### src/rtl/nanov_reg_writer_if.sv
// Parallel-word handshake between a result producer and the bit-serial register writer.
interface nanov_reg_writer_if #(
  parameter int XLEN    = 32,
  parameter int RADDR_W = 4
);
  logic               in_valid;
  logic               in_ready;
  logic [XLEN-1:0]    in_data;
  logic [RADDR_W-1:0] in_rd;

  modport master (output in_valid, output in_data, output in_rd, input in_ready);
  modport slave  (input in_valid, input in_data, input in_rd, output in_ready);
endinterface

### src/rtl/nanov_reg_writer.sv
// Streams a parallel word LSB-first onto the nanoV register-file write port, aligned to bit0.
// Optional build macro NANOV_REG_WRITER_X0_DROP_EN suppresses write enables for x0 words.
module nanov_reg_writer #(
  parameter int XLEN    = 32,
  parameter int RADDR_W = 4
) (
  input  logic               clk,
  input  logic               rst,
  nanov_reg_writer_if.slave  in_bus,
  input  logic               bit0,
  output logic               wr_en,
  output logic               wr_next_en,
  output logic [RADDR_W-1:0] rd,
  output logic               data_rd,
  output logic               data_rd_next,
  output logic               read_through,
  output logic               busy,
  output logic               done
);

  localparam int KW = $clog2(XLEN);
  localparam logic [KW-1:0] K_LAST = KW'(XLEN - 1);

  typedef enum logic [1:0] {IDLE, ARMED, SHIFT} state_t;

  state_t             state_reg, state_next;
  logic [KW-1:0]      k_reg, k_next;
  logic [XLEN-1:0]    word_reg, word_next;
  logic [RADDR_W-1:0] rd_reg, rd_next;
  logic               last, ready, accept, drop;

  assign last   = (state_reg == SHIFT) && (k_reg == K_LAST);
  assign ready  = (state_reg == IDLE) || last;
  assign accept = in_bus.in_valid && ready;
  assign rd     = rd_reg;

`ifdef NANOV_REG_WRITER_X0_DROP_EN
  assign drop = (rd_reg == '0);
`else
  assign drop = 1'b0;
`endif

  always_ff @(posedge clk) begin
    if (rst) state_reg <= IDLE;
    else     state_reg <= state_next;
  end

  always_ff @(posedge clk) begin
    if (rst) begin
      k_reg    <= '0;
      word_reg <= '0;
      rd_reg   <= '0;
    end else begin
      k_reg    <= k_next;
      word_reg <= word_next;
      rd_reg   <= rd_next;
    end
  end

  always_comb begin
    state_next = state_reg;
    k_next     = k_reg;
    word_next  = word_reg;
    rd_next    = rd_reg;
    case (state_reg)
      IDLE: begin
        if (accept) begin
          word_next  = in_bus.in_data;
          rd_next    = in_bus.in_rd;
          state_next = ARMED;
        end
      end
      ARMED: begin
        // bit0 is only looked at here, so a strobe in the accept cycle is never seen
        if (bit0) begin
          k_next     = '0;
          state_next = SHIFT;
        end
      end
      SHIFT: begin
        if (last) begin
          k_next = '0;
          if (accept) begin
            word_next  = in_bus.in_data;
            rd_next    = in_bus.in_rd;
            state_next = ARMED;
          end else begin
            state_next = IDLE;
          end
        end else begin
          k_next = k_reg + KW'(1);
        end
      end
      default: state_next = IDLE;
    endcase
  end

  always_comb begin
    in_bus.in_ready = ready;
    busy            = (state_reg != IDLE);
    wr_en           = 1'b0;
    wr_next_en      = 1'b0;
    data_rd         = 1'b0;
    data_rd_next    = 1'b0;
    read_through    = 1'b0;
    done            = 1'b0;
    if (state_reg == SHIFT) begin
      wr_en        = !drop;
      data_rd      = word_reg[k_reg];
      read_through = !drop;
      done         = last;
      if (!last) begin
        wr_next_en   = !drop;
        data_rd_next = word_reg[k_reg + KW'(1)];
      end
    end
  end

endmodule

### src/flat_wrapper.sv
// flat-port wrapper written by rule: the top's interface ports become plain ports
module nanov_reg_writer_flat 
#(
  parameter int XLEN    = 32,
  parameter int RADDR_W = 4
)
  (clk, rst, bit0, wr_en, wr_next_en, rd, data_rd, data_rd_next, read_through, busy, done, in_bus_in_valid, in_bus_in_data, in_bus_in_rd, in_bus_in_ready);
  nanov_reg_writer_if #(.XLEN(XLEN), .RADDR_W(RADDR_W)) in_bus_i ();
  input  logic clk;
  input  logic rst;
  input  logic bit0;
  output logic wr_en;
  output logic wr_next_en;
  output logic [RADDR_W-1:0] rd;
  output logic data_rd;
  output logic data_rd_next;
  output logic read_through;
  output logic busy;
  output logic done;
  input wire logic [$bits(in_bus_i.in_valid)-1:0] in_bus_in_valid;
  input wire logic [$bits(in_bus_i.in_data)-1:0] in_bus_in_data;
  input wire logic [$bits(in_bus_i.in_rd)-1:0] in_bus_in_rd;
  output wire logic [$bits(in_bus_i.in_ready)-1:0] in_bus_in_ready;
  assign in_bus_i.in_valid = in_bus_in_valid;
  assign in_bus_i.in_data = in_bus_in_data;
  assign in_bus_i.in_rd = in_bus_in_rd;
  assign in_bus_in_ready = in_bus_i.in_ready;
  nanov_reg_writer #(.XLEN(XLEN), .RADDR_W(RADDR_W)) u_core (.clk(clk), .rst(rst), .in_bus(in_bus_i), .bit0(bit0), .wr_en(wr_en), .wr_next_en(wr_next_en), .rd(rd), .data_rd(data_rd), .data_rd_next(data_rd_next), .read_through(read_through), .busy(busy), .done(done));
endmodule
### config.mk
export PLATFORM = sky130hd
export DESIGN_NAME = nanov_reg_writer_flat
export DESIGN_NICKNAME = d
export VERILOG_FILES = /design/src/rtl/nanov_reg_writer_if.sv /design/src/rtl/nanov_reg_writer.sv /design/src/flat_wrapper.sv
export SDC_FILE = /design/constraint.sdc
export NUM_CORES = 1
export LEC_CHECK = 0
export BUFFER_PORTS_ARGS = -buffer_cell sky130_fd_sc_hd__buf_2
export CAP_MARGIN = 0
export CORE_MARGIN = 1.5
export CORE_UTILIZATION = 29
export DETAILED_ROUTE_END_ITERATION = 6
export GPL_TIMING_DRIVEN = 0
export PLACE_DENSITY = 0.49
export SYNTH_ARGS = -nofsm -noshare
export SYNTH_HDL_FRONTEND = slang
export SYNTH_SLANG_ARGS = --single-unit
### constraint.sdc
create_clock -name clk -period 2.03 [get_ports clk]
set_input_delay 0.203 -clock clk [delete_from_list [all_inputs] [get_ports clk]]
set_output_delay 0.203 -clock clk [all_outputs]
set_load 0.005 [all_outputs]
Word-level counts from Yosys, hierarchy flattened
Cells that the tools add are included.
{"block": "word_totals", "regBits": 43, "wordCells": 48}
{"block": "classes", "n_addsub": 1, "order_cmp": 2, "eq_ne": 6, "n_mux": 25, "n_reduce_logical": 10}
{"operator": "32-bit two-way mux", "count": 2}
{"operator": "32-bit case mux with 2 select lines", "count": 1}
{"operator": "5-bit by 6-bit less-than comparator with 1-bit output (second input constant)", "count": 2}
{"operator": "1-bit binary-select mux with 5-bit select", "count": 2}
{"operator": "1-bit two-way mux", "count": 10}
{"operator": "5-bit two-way mux", "count": 2}
{"operator": "5-bit case mux with 2 select lines", "count": 1}
{"operator": "4-bit two-way mux", "count": 2}
{"operator": "4-bit case mux with 2 select lines", "count": 1}
{"operator": "2-bit two-way mux", "count": 3}
{"operator": "2-bit case mux with 3 select lines", "count": 1}
{"operator": "2-bit nonzero test", "count": 3}
{"operator": "5-bit by 1-bit adder with 5-bit output (second input constant)", "count": 1}
{"operator": "5-bit equality test (second input constant)", "count": 1}
{"operator": "2-bit by 1-bit != test with 1-bit output (second input constant)", "count": 2}
{"operator": "2-bit AND reduction", "count": 2}
{"operator": "3-bit AND reduction", "count": 1}
{"operator": "2-bit by 1-bit equality test with 1-bit output (second input constant)", "count": 1}
{"operator": "2-bit equality test (second input constant)", "count": 1}
{"operator": "1-bit logical AND", "count": 2}
{"operator": "2-bit logical NOT", "count": 1}
{"operator": "2-bit != test (second input constant)", "count": 1}
{"operator": "1-bit logical OR", "count": 1}

Longest topological paths before layout
Gate-level depths: netlist (run 1).
{"block": "logic_depth", "word_depth": 7, "ltp_mapped": 9, "mapped_depth_nobuf": 8}

Least setup slack after synthesis (run 1)
OpenSTA, ideal clock, no wires.
{"block": "synth_timing", "path_kind": "register -> output", "startpoint": "register u_core.k_reg[0]", "endpoint": "output data_rd_next", "arrival_time_ns": 1.814, "required_ns": 1.827, "path_slack_ns": 0.013, "stages_incl_launch_ff": 8, "n_path_buf": 1, "cell_sequence": "dfxtp_1 -> ha_1 -> buf_2 -> mux4_2 -> mux2i_1 -> nand2_1 -> a22oi_1 -> o221ai_1"}
{"block": "synth_via", "elab_chain_len": 5}
{"element": "start, declared", "line": "nanov_reg_writer.sv:27", "rtl": "logic [KW-1:0] k_reg, k_next;"}
{"element": "start signal, assigned", "line": "nanov_reg_writer.sv:54", "rtl": "k_reg <= k_next;"}
{"element": "5-bit by 1-bit adder with 5-bit output", "line": "nanov_reg_writer.sv:114", "rtl": "data_rd_next = word_reg[k_reg + KW'(1)];"}
{"element": "1-bit binary-select mux with 5-bit select", "line": "nanov_reg_writer.sv:114"}
{"element": "1-bit two-way mux (not written as such)", "line": "nanov_reg_writer.sv:114"}
{"element": "1-bit two-way mux (*)", "line": "nanov_reg_writer.sv:112", "rtl": "if (!last) begin"}
{"element": "1-bit two-way mux (*)", "line": "nanov_reg_writer.sv:107", "rtl": "if (state_reg == SHIFT) begin"}
{"element": "end, declared", "line": "flat_wrapper.sv:16", "rtl": "output logic data_rd_next;"}
Mark *: on every way between the ends. The rest lies on a longest branch, timed or not. The select of a mux whose other input is x is not followed.

Worst setup path in the final report (run 1)
{"block": "layout_timing", "startpoint": "register u_core.k_reg[0]", "endpoint": "output data_rd"}
{"block": "layout_via", "elab_chain_len": 3}
{"element": "1-bit binary-select mux with 5-bit select", "line": "nanov_reg_writer.sv:109", "rtl": "data_rd = word_reg[k_reg];"}
{"element": "1-bit two-way mux (not written as such)", "line": "nanov_reg_writer.sv:109"}
{"element": "1-bit two-way mux", "line": "nanov_reg_writer.sv:107"}
{"element": "end, declared", "line": "flat_wrapper.sv:15", "rtl": "output logic data_rd;"}
No other way between the ends. The select of a mux whose other input is x is not followed.

==> impl_metrics.json, run 1 <==
{
  "status": "finished, violations left",
  "failed_checks": "negative setup slack",
  "grt_pass1_wl_um": 8590,
  "synth_edf_count": 0,
  "fillers": 780,
  "grt_use_total_pct": 14.2,
  "maxCapViolCount": 0,
  "synthCells": 244,
  "p_per_area_nw_per_um2": 670,
  "vias": 1911,
  "end_kind": "primary output",
  "routedWlPerCell_um": 13.5,
  "tns_ns": -0.847,
  "synth.distinct_cells": 29,
  "cts_sinks": 43,
  "clkLatencyLatePin_ns": 0.30,
  "largest_reg_flops": 32,
  "async_flop_share_pct": 0,
  "fmax_mhz": 403,
  "synth_top_cell_by_area": "dfxtp_1",
  "skew_ns": 0.00762,
  "critPathLaunchType": "flip-flop",
  "p_leak_nw": 1.18,
  "critPathMaxStageDelay_ns": 0.56,
  "setup_viol_count_final": 2,
  "rsz0062_at_grt": "yes",
  "gr-total-overflow": 0,
  "slew_headroom_pct": 64.9,
  "synth.avg_cell_area_um2": 8.87,
  "die_x_um": 89.4,
  "ys_ff_latch": 43,
  "ctsHoldBuffers": 0,
  "grt_antenna_before_repair": 0,
  "setup_ws_ns": -0.449,
  "place_ws_ns": -0.524,
  "drive_above_1_share_pct": 31.3,
  "worstMarginPinSlew_ns": 0.527,
  "nets": 348,
  "drtAntennaViolNets": 0,
  "cp_top_family": "multiplexers",
  "hp-class": "primary input to flip-flop",
  "synthFlopType": "dfxtp_1",
  "dp_cells": 393,
  "hold_violations": 0,
  "fin_crit_sh_pct": 122,
  "fp.dieArea_um2": 7990,
  "grt_max_degree": 13,
  "final_cell_count_no_fill": 406,
  "grt_pass1_vias": 1770,
  "yosysWarnings": 0,
  "clk_pin_slew_ns": 0.08,
  "routabilityCongestion": 0.819,
  "maxSlewViolCount": 0,
  "drc": 0,
  "min_period_ns": 2.48,
  "core_area_um2": 7250,
  "fp.dieH_um": 89.4,
  "critPathSlowestCell": "mux4_1",
  "first_pass_iters": 4,
  "worstPathRequired_ns": 1.83,
  "cts_buffers": 5,
  "tritoncts": "done",
  "yosysMostFrequentCell": "nand2_1",
  "path_buf_inv": 2,
  "cp_data_arrival_time_ns": 2.28,
  "start_util_pct": 29.8,
  "drt-initial-drc-count": 53,
  "ios": 52,
  "syn_nets": 286,
  "clock_path_buffers": 2,
  "path_class": "flip-flop to primary output",
  "critPathMaxFanout": 9,
  "cp_cell_sequence": "buf_8 > mux4_1 > mux4_2 > mux2i_1 > nor3_1 > buf_2",
  "area_delta_synth_final_pct": 27.5,
  "synth_seq_area_share_pct": 39.8,
  "ys_top_cells_by_area": "dfxtp_1 40%, nand2_1 14%, mux4_1 11%",
  "vdd_drop_max_uv": 314,
  "syn_area_um2": 2160,
  "htreeDepth": 2,
  "portBuffers": 50,
  "synth_top_area_share_pct": 39.8,
  "routed_via_density": 4.71,
  "drt-total-wl_um": 5470,
  "cts_root_buffer": "clkbuf_8",
  "dp_hpwl_um": 3940,
  "row_count": 31,
  "antennaDiodeCount": 0,
  "netlist_top_cells_count": "80 x nand2_1, 43 x dfxtp_1, 39 x a21oi_1"
}
repair_timing:
action,4_1_cts,5_1_grt
pin swaps,4,3
setup endpoints to repair,39,33
gates resized for setup,21,15
hold endpoints to repair,0,0
buffers inserted,4,4
worst reg2reg max path: stages (launching register included):
cell and delay [ns]:
dfxtp_2 0.38, ha_4 0.17, and3_1 0.16, ha_1 0.23, nor2b_4 0.06, buf_4 0.15
or2_4 0.30, clkbuf_4 0.20, nand2_1 0.07, a21oi_1 0.06
path summary, 6_finish.rpt:
check                    start             endpoint  slack, ns  cells past startpoint
max reg2reg    u_core.k_reg[0]  u_core.word_reg[23]       0.10                      9
max            u_core.k_reg[0]              data_rd      -0.45                      6
min          in_bus_in_data[7]   u_core.word_reg[7]       0.14                      3
min reg2reg       u_core.rd[0]         u_core.rd[0]       0.45                      2
area by class of cell:
type / count / area (um^2) / area share, %
multi-input cells: 178 / 1240 / 45.1
clock buffers: 8 / 100 / 3.63
inverters: 4 / 15.0 / 0.544
flip-flops and latches: 43 / 865 / 31.3
plain buffers: 16 / 101 / 3.67
well taps: 99 / 124 / 4.49
repair buffers: 58 / 310 / 11.2
power breakdown:
part,leakage [nW],internal (mW),switching [mW]
logic,0.771,0.160,0.159
registers,0.354,0.896,0.0354
clock network,0.0515,0.311,0.286
total,1.18,1.37,0.481
cells by family (layout without fill, tap and decap cells):
kind of cell | count (synthesis) | count (layout) | synth area share (%)
and+or+nand+nor | 102 | 102 | 18.8
AOI/OAI and AO/OA | 48 | 48 | 12.2
DFF | 43 | 43 | 39.8
muxes | 23 | 23 | 22.1
buffers and inverters | 23 | 86 | 4.74
xor gates and xnor gates | 3 | 3 | 1.21
adders and majority gates | 2 | 2 | 1.16
routing by layer:
metal	routed length [um]	share of wire, %	GRT usage [%]	up-vias
met3	232	4.2	3.60	5
met5	0	0	0	-
met4	78	1.4	5.03	0
met2	2540	46	22.6	42
met1	2620	48	18.8	890
li1	-	-	-	974
cells in the final DEF, fill, tap and decap left out, drive strengths merged, types with 2 or more instances in the layout:
cell    instances
and3            3
nand2          80
buf            63
nor2b           2
mux4           17
a22oi           3
nor2           11
dfxtp          43
clkbuf         19
ha              2
nand3           2
a21oi          39
inv             4
o21ai           2
xor2            2
mux2i           5
metrics by stage:
stage	total power, mW	instance area (um^2)	util [%]	hold slack [ns]
detailed placement	1.24	2540	35.0	0.444
CTS	1.86	2720	37.6	0.128
global placement	1.24	2540	35.0	0.442
global route	1.95	2760	38.0	0.130
finish	1.85	2760	38.0	0.136
floorplan	1.13	2160	-	0.339
Power figures use the tool's default switching activity.
==> run 2: changes to the inputs <==
--- a/config.mk
+++ b/config.mk
@@ -11,7 +11,8 @@
 export CORE_UTILIZATION = 29
 export DETAILED_ROUTE_END_ITERATION = 6
 export GPL_TIMING_DRIVEN = 0
-export PLACE_DENSITY = 0.49
+export PLACE_DENSITY = 0.51
 export SYNTH_ARGS = -nofsm -noshare
 export SYNTH_HDL_FRONTEND = slang
 export SYNTH_SLANG_ARGS = --single-unit
+export TNS_END_PERCENT = 5
==> impl_metrics.json, run 2 (synthesis results as in run 1) <==
{
  "wl_met1_um": 2620,
  "drive_above_1_share_pct": 29.5,
  "clk_pin_slew_ns": 0.08,
  "min_period_ns": 2.46,
  "start_util_pct": 29.8,
  "grt_max_degree": 13,
  "fp.dieArea_um2": 7990,
  "fp.dieH_um": 89.4,
  "setup_viol_count_final": 26,
  "drc": 0,
  "cp_data_arrival_time_ns": 2.25,
  "fillers": 790,
  "worstMarginPinSlew_ns": 0.546,
  "cts_buffers": 5,
  "slew_headroom_pct": 63.4,
  "tns_ns": -1.35,
  "failed_checks": "negative setup slack",
  "fin_util_pct": 37.2,
  "hold_violations": 0,
  "antennaDiodeCount": 0,
  "drtAntennaViolNets": 0,
  "skew_ns": 0.00261,
  "rsz0062_at_grt": "yes",
  "tritoncts": "done",
  "ctsHoldBuffers": 0,
  "critPathMaxFanout": 10,
  "maxCapViolCount": 0,
  "grt_antenna_before_repair": 0,
  "met2WireLength_um": 2580,
  "drt-total-wl_um": 5470,
  "drt-initial-drc-count": 73,
  "grt_use_total_pct": 14.2,
  "grt_pass1_vias": 1775,
  "clock_path_buffers": 2,
  "maxSlewViolCount": 0,
  "core_area_um2": 7250,
  "routabilityCongestion": 0.825,
  "worstPathRequired_ns": 1.83,
  "wl_met3_um": 214,
  "largest_reg_flops": 32,
  "final_common_cell": "nand2_1",
  "end_kind": "primary output",
  "critPathLaunchType": "flip-flop",
  "fmax_mhz": 407,
  "path_class": "flip-flop to primary output",
  "htreeDepth": 2,
  "dp_hpwl_um": 3880,
  "vdd_drop_max_uv": 252,
  "ios": 52,
  "first_pass_iters": 4,
  "p_per_area_nw_per_um2": 678,
  "grt_pass1_wl_um": 8560,
  "final_cell_mix": "80 x nand2_1, 53 x buf_2, 41 x dfxtp_1",
  "hp-class": "primary input to flip-flop",
  "seq_area_um2": 866,
  "nets": 343,
  "fin_crit_sh_pct": 121,
  "setup_ws_ns": -0.427,
  "p_leak_nw": 1.15,
  "row_count": 31,
  "timing.hold.ws_ns": 0.140,
  "vias": 1904,
  "portBuffers": 50,
  "clkLatencyLatePin_ns": 0.29,
  "p_total_mw": 1.83,
  "gr-total-overflow": 0,
  "routedWlPerCell_um": 13.6,
  "die_x_um": 89.4,
  "status": "finished, violations left",
  "multi_input_area_um2": 1230,
  "area_delta_synth_final_pct": 24.6,
  "cts_sinks": 43,
  "cts_root_buffer": "clkbuf_8",
  "top_layer_used": "met4",
  "routed_via_density": 4.75
}
[run 2: changes by cell type in the layout (fill, tap and decap cells not counted), moves of 2 or more]
cell	delta
buf_4	-8
dfxtp_2	-2
clkbuf_2	+4
clkbuf_4	-3
[run 2: per-layer routing]
metal	track usage (%)	vias to the layer above
met5	0	-
met4	4.62	0
met3	2.68	4
met2	23.4	45
met1	18.9	893
li1	-	962
[run 2: report_power, final]
part	total, mW	internal [mW]	leakage (nW)	switching (mW)
Combinational	0.300	0.144	0.742	0.156
Sequential	0.931	0.895	0.354	0.0356
Clock	0.598	0.311	0.0515	0.288
Total	1.83	1.35	1.15	0.479
[run 2: final timing paths]
path              slack [ns]  cells after the start               from             endpoint
hold / removal          0.14                      3  in_bus_in_data[4]   u_core.word_reg[4]
setup reg to reg       -0.05                      9    u_core.k_reg[0]  u_core.word_reg[23]
setup / recovery       -0.43                      6    u_core.k_reg[0]              data_rd
hold reg to reg         0.46                      2       u_core.rd[1]         u_core.rd[1]
[run 2: area by class of cell]
class / instances / share of cell area [%]
Multi-Input combinational cell: 178 / 45.8
Sequential cell: 43 / 32.1
Timing Repair Buffer: 51 / 9.55
Tap cell: 99 / 4.59
Clock buffer: 8 / 3.71
Buffer: 18 / 3.71
Inverter: 4 / 0.557
[run 2: worst max-delay path: stages, from the launching register on]
cell	delay, ns
dfxtp_4	0.38
buf_8	0.15
mux4_1	0.56
mux4_2	0.49
mux2i_2	0.18
nor3_1	0.06
buf_2	0.14
[run 2: per-stage QoR]
| stage | area [um^2] | setup slack [ns] | cells |
|---|---|---|---|
| 5_1_grt | 2700 | -0.538 | 401 |
| 6_report | 2700 | -0.427 | 401 |
| 3_5_place_dp | 2540 | -0.488 | 393 |
| 4_1_cts | 2690 | -0.472 | 402 |
| 3_3_place_gp | 2540 | -0.484 | 393 |
| 2_1_floorplan | 2160 | 0.0132 | 244 |
[run 2: repair_timing]
action	4_1_cts	5_1_grt
cloned	0	0
gates resized for setup	17	6
pin swaps	3	2
endpoints found under the setup margin	39	33
setup buffers	1	0
endpoints found under the hold margin	0	0
==> run 3: changes to the inputs <==
--- a/config.mk
+++ b/config.mk
@@ -5,13 +5,14 @@
 export SDC_FILE = /design/constraint.sdc
 export NUM_CORES = 1
 export LEC_CHECK = 0
+export ABC_AREA = 1
 export BUFFER_PORTS_ARGS = -buffer_cell sky130_fd_sc_hd__buf_2
 export CAP_MARGIN = 0
 export CORE_MARGIN = 1.5
-export CORE_UTILIZATION = 29
+export CORE_UTILIZATION = 49
 export DETAILED_ROUTE_END_ITERATION = 6
 export GPL_TIMING_DRIVEN = 0
-export PLACE_DENSITY = 0.51
+export PLACE_DENSITY = 0.77
 export SYNTH_ARGS = -nofsm -noshare
 export SYNTH_HDL_FRONTEND = slang
 export SYNTH_SLANG_ARGS = --single-unit
==> impl_metrics.json, run 3 <==
{
  "status": "finished clean",
  "grt_antenna_before_repair": 0,
  "path_class": "flip-flop to primary output",
  "skew_ns": 0.00560,
  "htreeDepth": 2,
  "synth.avg_cell_area_um2": 7.02,
  "ios": 52,
  "p_clk_share_pct": 30.0,
  "cp_data_arrival_time_ns": 1.80,
  "dp_cells": 458,
  "dp_hpwl_um": 4920,
  "nets": 447,
  "core_area_um2": 4720,
  "fillers": 444,
  "cts_sinks": 43,
  "clock_path_buffers": 2,
  "drc": 0,
  "tritoncts": "done",
  "cts_root_buffer": "clkbuf_8",
  "drt-total-wl_um": 6720,
  "gr-total-overflow": 0,
  "synthFlopType": "dfxtp_1",
  "first_pass_iters": 5,
  "dpl_cell_area_um2": 2730,
  "ctsHoldBuffers": 0,
  "rsz0062_at_grt": "yes",
  "worstMarginPinSlew_ns": 0.742,
  "syn_area_um2": 2390,
  "drtAntennaViolNets": 0,
  "yosysMostFrequentCell": "nand2_1",
  "fp.dieArea_um2": 5320,
  "grt_pass1_vias": 2143,
  "worstPathRequired_ns": 1.83,
  "clkLatencyLatePin_ns": 0.30,
  "die_x_um": 72.9,
  "power.net_switching_mw": 0.591,
  "fmax_mhz": 499,
  "critPathLaunchType": "flip-flop",
  "syn_nets": 383,
  "grt_use_total_pct": 26.0,
  "hp-class": "primary input to flip-flop",
  "fp.dieH_um": 72.9,
  "antennaDiodeCount": 0,
  "setup_ws_ns": 0.0263,
  "final_cell_mix": "81 x nand2_1, 51 x buf_2, 46 x nand3_1",
  "synth_top_cell_by_area": "dfxtp_1",
  "slew_headroom_pct": 50.5,
  "maxCapViolCount": 0,
  "row_count": 25,
  "fin_crit_sh_pct": 98.7,
  "yosysWarnings": 0,
  "hold_violations": 0,
  "clk_pin_slew_ns": 0.09,
  "ys_ff_latch": 43,
  "synth_top_area_share_pct": 35.9,
  "final_common_cell": "nand2_1",
  "synth_edf_count": 0,
  "synth_seq_area_share_pct": 35.9,
  "min_period_ns": 2.00,
  "cts_buffers": 5,
  "end_kind": "primary output",
  "portBuffers": 50,
  "grt_max_degree": 14,
  "critPathMaxFanout": 5,
  "area_delta_synth_final_pct": 25.3,
  "comb_power_share_pct": 21.7,
  "routed_via_density": 5.26,
  "routedWlPerCell_um": 14.2,
  "sw_frac_of_total_pct": 30.2,
  "routabilityCongestion": 0.984,
  "drt-initial-drc-count": 177,
  "place_ws_ns": 0.0668,
  "final_area_um2": 3000,
  "netlist_top_cells_count": "85 x nand2_1, 46 x nand3_1, 43 x dfxtp_1",
  "p_seq_share_pct": 48.3,
  "grt_pass1_wl_um": 10500,
  "p_int_mw": 1.37,
  "largest_reg_flops": 32,
  "maxSlewViolCount": 0,
  "async_flop_share_pct": 0,
  "fin_util_pct": 63.5,
  "ys_top_cells_by_area": "dfxtp_1 36%, nand2_1 13%, nand3_1 9.6%",
  "synth.distinct_cells": 23,
  "drive_above_1_share_pct": 30.8,
  "p_per_area_nw_per_um2": 653,
  "vias": 2486,
  "vdd_drop_max_uv": 374,
  "final_cell_count_no_fill": 473,
  "setup_viol_count_final": 0,
  "p_leak_nw": 1.24,
  "synthCells": 341,
  "start_util_pct": 50.7
}
[run 3: cell type report]
type	count	area, um^2	share of cell area (%)
multi-input cells	243	1330	44.5
flip-flops and latches	43	868	28.9
repair buffers	58	310	10.3
plain buffers	24	194	6.46
inverters	30	115	3.84
clock buffers	7	86.3	2.88
well taps	67	83.8	2.79
clock inverters	1	8.76	0.292
[run 3: kinds of logic (layout without fill, tap and decap cells)]
family,after synthesis,count (layout),synth area share [%]
AND/OR/NAND/NOR,161,161,28.8
AO/OA/AOI/OAI,78,78,22.3
buffers and inverters,55,120,10.9
flip-flops,43,43,35.9
adder cells (fa/ha/maj),2,2,1.04
XOR/XNOR,2,2,1.05
[run 3: worst paths after layout]
| check | from | to | slack [ns] | cells after the start |
|---|---|---|---|---|
| setup reg to reg | u_core.k_reg[1] | u_core.word_reg[10] | 0.11 | 13 |
| hold / removal | in_bus_in_data[9] | u_core.word_reg[9] | 0.16 | 3 |
| setup / recovery | u_core.k_reg[1] | data_rd_next | 0.03 | 12 |
| hold reg to reg | u_core.rd[0] | u_core.rd[0] | 0.46 | 2 |
[run 3: worst max-delay path, cell delays in order, from the launching register on]
cell	delay, ns
dfxtp_4	0.37
ha_4	0.18
nand2_2	0.08
nor2_2	0.04
ha_2	0.17
inv_2	0.06
nand2_2	0.05
nor2_4	0.17
inv_2	0.07
nor2_2	0.09
nand2_1	0.05
nand2_1	0.07
buf_2	0.11
[run 3: power by group through the flow]
stage	Combinational [mW]	Clock [mW]	Sequential, mW
6_report	0.426	0.587	0.946
5_1_grt	0.474	0.626	0.952
4_1_cts	0.406	0.589	0.946
3_5_place_dp	0.389	0	0.965
3_3_place_gp	0.383	0	0.963
2_1_floorplan	0.274	0	0.952
[run 3: layer usage]
layer,GRT usage (%),routed length (um)
met1,35.4,2910
met2,43.2,3300
met3,4.42,440
met4,6.08,74
met5,0,0
[run 3: repair_timing]
| action | CTS | global route |
|---|---|---|
| endpoints found under the setup margin | 3 | 27 |
| buffers inserted | 5 | 3 |
| pin swaps | 3 | 6 |
| resized for setup | 14 | 34 |
[run 3: through the flow]
stage                     TNS (ns)  power [mW]  hold WS [ns]
after floorplan                  0        1.23         0.367
after global placement           0        1.35         0.447
after detailed placement         0        1.35         0.456
after CTS                        0        1.94         0.159
after global routing        -0.397        2.05         0.170
final                            0        1.96         0.160
